## config.mk

```make
export PLATFORM = sky130hd
export DESIGN_NAME = vga_timing_gen
export DESIGN_NICKNAME = d
export VERILOG_FILES = /design/src/rtl/vga_timing_gen.sv
export SDC_FILE = /design/constraint.sdc
export NUM_CORES = 1
export LEC_CHECK = 0
export CORE_MARGIN = 2
export CORE_UTILIZATION = 50
export DETAILED_ROUTE_END_ITERATION = 7
export GPL_TIMING_DRIVEN = 0
export HOLD_SLACK_MARGIN = 0.15
export PLACE_DENSITY = 0.79
export SLEW_MARGIN = 20
export SYNTH_ARGS = -nofsm -noshare
export SYNTH_HDL_FRONTEND = slang
export SYNTH_SLANG_ARGS = --single-unit
```

## constraint.sdc

```tcl
create_clock -name clk -period 2.3 [get_ports clk]
set_clock_uncertainty 0.05 [all_clocks]
set_input_delay 0.345 -clock clk [delete_from_list [all_inputs] [get_ports clk]]
set_output_delay 0.345 -clock clk [all_outputs]
set_load 0.005 [all_outputs]
```

## src/rtl/vga_timing_gen.sv

```systemverilog
// -----------------------------------------------------------------------------
// vga_timing_gen
//   Parametrised VGA raster timing generator. A horizontal counter (hc) and a
//   vertical counter (vc) walk the full raster, including porches and sync.
//   Every output is a registered decode of the same hc/vc pair, so the
//   position, sync, blank, data-enable and strobe outputs always describe
//   the same pixel, one pix_en later than the counters.
//
// Ports
//   clk         system clock
//   reset       asynchronous, active-high reset
//   pix_en      pixel clock enable; nothing advances while it is low
//   resync      restart the raster at (0,0); only acts together with pix_en
//   pix_x/pix_y position of the pixel currently presented on the outputs
//   hsync/vsync sync pulses, active level set by HSYNC_POL/VSYNC_POL
//   hblank      pix_x is outside the visible area
//   vblank      pix_y is outside the visible area
//   de          visible pixel (neither blank)
//   line_start  one-enable strobe at pix_x == 0
//   frame_start one-enable strobe at pix_x == 0 and pix_y == 0
// -----------------------------------------------------------------------------
module vga_timing_gen #(
  parameter int H_ACTIVE  = 640,
  parameter int H_FP      = 16,
  parameter int H_SYNC    = 96,
  parameter int H_BP      = 48,
  parameter int V_ACTIVE  = 480,
  parameter int V_FP      = 10,
  parameter int V_SYNC    = 2,
  parameter int V_BP      = 33,
  parameter bit HSYNC_POL = 1'b0,
  parameter bit VSYNC_POL = 1'b0,
  parameter int CNT_W     = 11
) (
  input  logic             clk,
  input  logic             reset,
  input  logic             pix_en,
  input  logic             resync,
  output logic [CNT_W-1:0] pix_x,
  output logic [CNT_W-1:0] pix_y,
  output logic             hsync,
  output logic             vsync,
  output logic             hblank,
  output logic             vblank,
  output logic             de,
  output logic             line_start,
  output logic             frame_start
);

  localparam int H_TOTAL = H_ACTIVE + H_FP + H_SYNC + H_BP;
  localparam int V_TOTAL = V_ACTIVE + V_FP + V_SYNC + V_BP;

  // Parameter sanity: counters must hold TOTAL-1, and a zero-width porch or
  // sync would collapse region boundaries the decode relies on.
  if (H_TOTAL > (2 ** CNT_W) || V_TOTAL > (2 ** CNT_W)) begin : g_bad_width
    $error("vga_timing_gen: CNT_W too small for H_TOTAL/V_TOTAL");
  end
  if (H_FP == 0 || H_SYNC == 0 || H_BP == 0 ||
      V_FP == 0 || V_SYNC == 0 || V_BP == 0) begin : g_bad_timing
    $error("vga_timing_gen: porch and sync widths must be non-zero");
  end

  localparam logic [CNT_W-1:0] H_LAST   = CNT_W'(H_TOTAL - 1);
  localparam logic [CNT_W-1:0] V_LAST   = CNT_W'(V_TOTAL - 1);
  localparam logic [CNT_W-1:0] H_VIS    = CNT_W'(H_ACTIVE);
  localparam logic [CNT_W-1:0] V_VIS    = CNT_W'(V_ACTIVE);
  localparam logic [CNT_W-1:0] HS_START = CNT_W'(H_ACTIVE + H_FP);
  localparam logic [CNT_W-1:0] HS_END   = CNT_W'(H_ACTIVE + H_FP + H_SYNC);
  localparam logic [CNT_W-1:0] VS_START = CNT_W'(V_ACTIVE + V_FP);
  localparam logic [CNT_W-1:0] VS_END   = CNT_W'(V_ACTIVE + V_FP + V_SYNC);
  localparam logic [CNT_W-1:0] ONE      = CNT_W'(1);

  logic [CNT_W-1:0] hc_q, hc_d, vc_q, vc_d;
  logic [CNT_W-1:0] pix_x_q, pix_x_d, pix_y_q, pix_y_d;
  logic             hsync_q, hsync_d, vsync_q, vsync_d;
  logic             hblank_q, hblank_d, vblank_q, vblank_d;
  logic             de_q, de_d, line_start_q, line_start_d;
  logic             frame_start_q, frame_start_d;

  logic hs_act, vs_act, hb_cur, vb_cur;

  // Decode of the current (pre-increment) counter position.
  assign hs_act = (hc_q >= HS_START) && (hc_q < HS_END);
  assign vs_act = (vc_q >= VS_START) && (vc_q < VS_END);
  assign hb_cur = (hc_q >= H_VIS);
  assign vb_cur = (vc_q >= V_VIS);

  always_comb begin
    // NOTE: every *_d gets a hold default first so no path leaves a value
    // unassigned; otherwise synthesis would infer a latch.
    hc_d          = hc_q;
    vc_d          = vc_q;
    pix_x_d       = pix_x_q;
    pix_y_d       = pix_y_q;
    hsync_d       = hsync_q;
    vsync_d       = vsync_q;
    hblank_d      = hblank_q;
    vblank_d      = vblank_q;
    de_d          = de_q;
    line_start_d  = line_start_q;
    frame_start_d = frame_start_q;

    if (pix_en) begin
      // Counter advance; resync forces the next position to (0,0).
      if (resync) begin
        hc_d = '0;
        vc_d = '0;
      end else if (hc_q == H_LAST) begin
        hc_d = '0;
        vc_d = (vc_q == V_LAST) ? '0 : vc_q + ONE;
      end else begin
        hc_d = hc_q + ONE;
      end

      // Output stage always describes the current position, even on resync.
      pix_x_d       = hc_q;
      pix_y_d       = vc_q;
      hsync_d       = hs_act ? HSYNC_POL : ~HSYNC_POL;
      vsync_d       = vs_act ? VSYNC_POL : ~VSYNC_POL;
      hblank_d      = hb_cur;
      vblank_d      = vb_cur;
      de_d          = !hb_cur && !vb_cur;
      line_start_d  = (hc_q == '0);
      frame_start_d = (hc_q == '0) && (vc_q == '0);
    end
  end

  // NOTE: sequential state uses non-blocking assignments so every flop
  // samples its _d value from before this edge, independent of order.
  always_ff @(posedge clk or posedge reset) begin
    if (reset) begin
      hc_q          <= '0;
      vc_q          <= '0;
      pix_x_q       <= '0;
      pix_y_q       <= '0;
      hsync_q       <= ~HSYNC_POL;
      vsync_q       <= ~VSYNC_POL;
      hblank_q      <= 1'b1;
      vblank_q      <= 1'b1;
      de_q          <= 1'b0;
      line_start_q  <= 1'b0;
      frame_start_q <= 1'b0;
    end else begin
      hc_q          <= hc_d;
      vc_q          <= vc_d;
      pix_x_q       <= pix_x_d;
      pix_y_q       <= pix_y_d;
      hsync_q       <= hsync_d;
      vsync_q       <= vsync_d;
      hblank_q      <= hblank_d;
      vblank_q      <= vblank_d;
      de_q          <= de_d;
      line_start_q  <= line_start_d;
      frame_start_q <= frame_start_d;
    end
  end

  assign pix_x       = pix_x_q;
  assign pix_y       = pix_y_q;
  assign hsync       = hsync_q;
  assign vsync       = vsync_q;
  assign hblank      = hblank_q;
  assign vblank      = vblank_q;
  assign de          = de_q;
  assign line_start  = line_start_q;
  assign frame_start = frame_start_q;

endmodule

```

==> results.md <==
* Clock transition at path regs at roughly 0.090 ns
* Root Buffer: clkbuf_8
* Post-synthesis mux area share at between 10% and 20%
* Critical path type: reg -> reg
* Worst-Margin Slew at 0.550 ns
* Pin count of the biggest net entering global routing at 29
* Worst setup EP type: flop
* Area contributors post-synth: dfrtp_1 46%, mux2_2 9.7%, dfstp_2 4.1%, nand3_1 2.9%, ha_1 2.5%
* Layout cells sized above 1 at between 20% and 30%
* Fillers at 413
* Pre-antenna DRT Iters at 4
* Relative slew slack at between 60% and 70%
* Initial Util at 52.9%
* Async SR Flop Fraction at 100%
* I/O Pins at 33
* Final period util at approximately 86%
* Vias in the first global route at between 1500 and 2000
* DR WL met3 at ~260 microns
* Area Growth Syn to Fin at 21.0%
* Post-detail-place hpwl at 3.84 mm
* Status: complete, no violations
* Top_reg_cell synth: dfrtp_1
* Syn nets at 238
* Nets at roughly 280
* TritonCTS buffer count at 5
* Post-CTS sizing at 0
* CORE AREA at between 4000 and 5000 sq um
* Site Rows at 25
* Seq pwr share at a little over half
* Syn Area/Cell at between 10 and 15 sq um
* Area share of fa/ha/maj cells after synthesis at under 10%
* Hold_buf cts at 0
* DRT antenna net count at 0
* Combinational family with the most area after synthesis: simple AND/OR/NAND/NOR gates
* Cell Area, Synth at approximately 2500 sq um
* PwrDens at a little under 600 nW/um^2
* Synth cell types at 52
* PortBufs at 32
* Routability cong. at about 0.8
* P_sw at about 430 uW
* Complex-gate fraction of the synthesized area at 10.8%
* Req. time, crit path at roughly 2.5 ns
* Clock Latency Late Sink at 0.31 ns
* Flops & latches, synth at 51
* DRT Wirelength at between 5 and 6 mm
* Hold violation count in the final report at 0
* Seq/Total Area, Yosys at a little over 50%
* Drt drc at 0
* H-tree levels at 2
* Setup Viol. Count Final at 0
* Cell taking the most area after synthesis: dfrtp_1
* DR top layer: met4
* Final non-filler cell total at 337
* Total Routing Usage GR at 21.7%
* Pint at approximately 1400 uW
* Max-Cap Viols at 0
* Worst Path Arrival at 2.13 ns
* Die area at between 5000 and 6000 sq um
* Grt ovf at 0
* RSZ-0062 raised after global routing: false
* DIE HEIGHT at 75.4 microns
* Final core utilization at 63.9%
* Worst-path cell chain: ha_1 > and3_1 > a32oi_2 > o21ai_0 > o31ai_1
* Num Clock Sinks at a little over 50
* Post-detailed-route via-to-cell ratio at around 5.7
* CTS tree: done
* Top-area cell type share of the netlist area at between 40% and 50%
* Met1 WL at 2.63 mm
* Most frequent cell after synthesis: dfrtp_1
* First-pass GRT wire length at just over 9 mm
* Post CTS Setup Buffer Count at 0
* Placed cell count at between 300 and 400
* Leak pwr at 0.00136 uW
* CP startpoint kind: flop
* Switching share of power at a little under a quarter
* Power share of the combinational group at 12.2%
* Worst setup margin at approximately 0.33 ns
* Peak supply drop at about 380 uV
* Worst hold slack at 0.327 ns
* Crit-path max cell delay at 0.52 ns
* Max-slew violation count at 0
* Metal2 WL at between 2 and 3 mm
* Synth Area in Simple Gates at between 10% and 20%
* WL per Instance at around 17 microns
* Setup TNS at 0 ns
* Clock buffer depth at 2
* Die span in x at roughly 75 microns
* Via count at just under 2000
* Gate Count Post-Synth at between 200 and 250
* N_diodes at 0
* Maximum fanout along the worst path at 10
* Post-route minimum period at ~2.0 ns
* Critical Path Slowest Stage Cell: a32oi_2
* EDFF count, synth at 0
* DR iter-0 viols at approximately 110
* Synth warnings at 0
* Most instantiated cells after synthesis: 47 x dfrtp_1, 22 x mux2_2, 15 x nand3_1, 10 x inv_1, 10 x nor2_1
* Pre-CTS WS at just under 0.2 ns
* Clock Power Share at between 30% and 40%
* Post-Synth XOR/XNOR Area at under 10%
* Hold Path Class: in -> async
* Maximum clock rate at 507 MHz
* Initial antenna violation count at 0
critical path, delay by kind of cell (launching register included):
kind	cells	cell delay [ns]
compound gates	3	0.82
simple gates	1	0.26
flops	1	0.45
fa+ha+maj	1	0.30
per-layer routing:
metal  vias up  GRT usage (%)
li1        912              -
met1       943           31.2
met2        57           32.9
met3        10           4.23
met4         0           8.19
met5         -              0
power groups by stage:
stage | Clock [uW] | Sequential, uW | Combinational (uW)
after floorplan | 0 | 970 | 125
after global placement | 0 | 971 | 208
after detailed placement | 0 | 972 | 217
after CTS | 631 | 954 | 218
after global routing | 665 | 960 | 241
final | 623 | 953 | 219
flip-flops by register name (all words and copies together) (netlist names), 11 cells and up:
signal / count
vc_q: 11
pix_x: 11
hc_q: 11
pix_y: 11
kinds of logic (layout without fill, tap and decap cells):
kind of cell | after synthesis | after routing
compound gates | 39 | 39
xor+xnor | 7 | 7
fa+ha+maj | 5 | 5
buf+inv | 29 | 70
flops | 51 | 51
mux | 25 | 25
simple gates | 73 | 73
worst paths after layout:
| path | from | cells after the start | end | slack, ns |
|---|---|---|---|---|
| min reg2reg | vblank | 2 | vblank | 0.44 |
| max reg2reg | hc_q[0] | 5 | vc_q[10] | 0.33 |
| min | reset | 2 | pix_x[6] | 0.33 |
| max | hc_q[0] | 5 | vc_q[10] | 0.33 |
| min in group clk | vblank | 2 | vblank | 0.44 |
| max in group asynchronous | reset | 3 | hblank | 1.28 |
metrics by stage:
step | power [uW] | instance area [sq um]
after floorplan | 1100 | 2550
after global placement | 1180 | 2950
after detailed placement | 1190 | 2970
after CTS | 1800 | 3080
after global routing | 1870 | 3080
final | 1800 | 3080
cell usage in the layout (no fill, tap or decap), types with 2 or more instances in the layout:
cell             Yosys  routed
dfrtp_1             47      47
clkdlybuf4s50_1      0      32
mux2_2              22      22
nand3_1             15      15
nor2_1              10      10
inv_1               10       9
buf_2                9       9
nand2_1              9       9
o21ai_0              8       8
nor3_1               8       8
a21oi_1              7       7
nand4_1              5       5
xnor2_1              5       5
ha_1                 5       5
clkbuf_8             0       5
clkbuf_1             3       4
and4_1               4       4
o21ai_1              4       4
and3_1               4       4
nor4_1               4       4
dfstp_2              4       4
buf_6                3       3
a31oi_1              3       3
o31ai_1              3       3
and2_1               3       3
mux2i_1              3       3
buf_4                2       2
nand3b_1             2       2
xor2_1               2       2
cell type report:
cell class	count	area [sq um]	area share, %
tap	67	83.8	2.72
clock inverter	2	37.5	1.22
timing repair buffer	33	340	11.0
inverter	10	37.5	1.22
buffer	19	114	3.70
clock buffer	6	72.6	2.36
multi-input combinational	149	1110	36.1
sequential	51	1280	41.6
No activity file was read; power rests on OpenSTA's default activity.
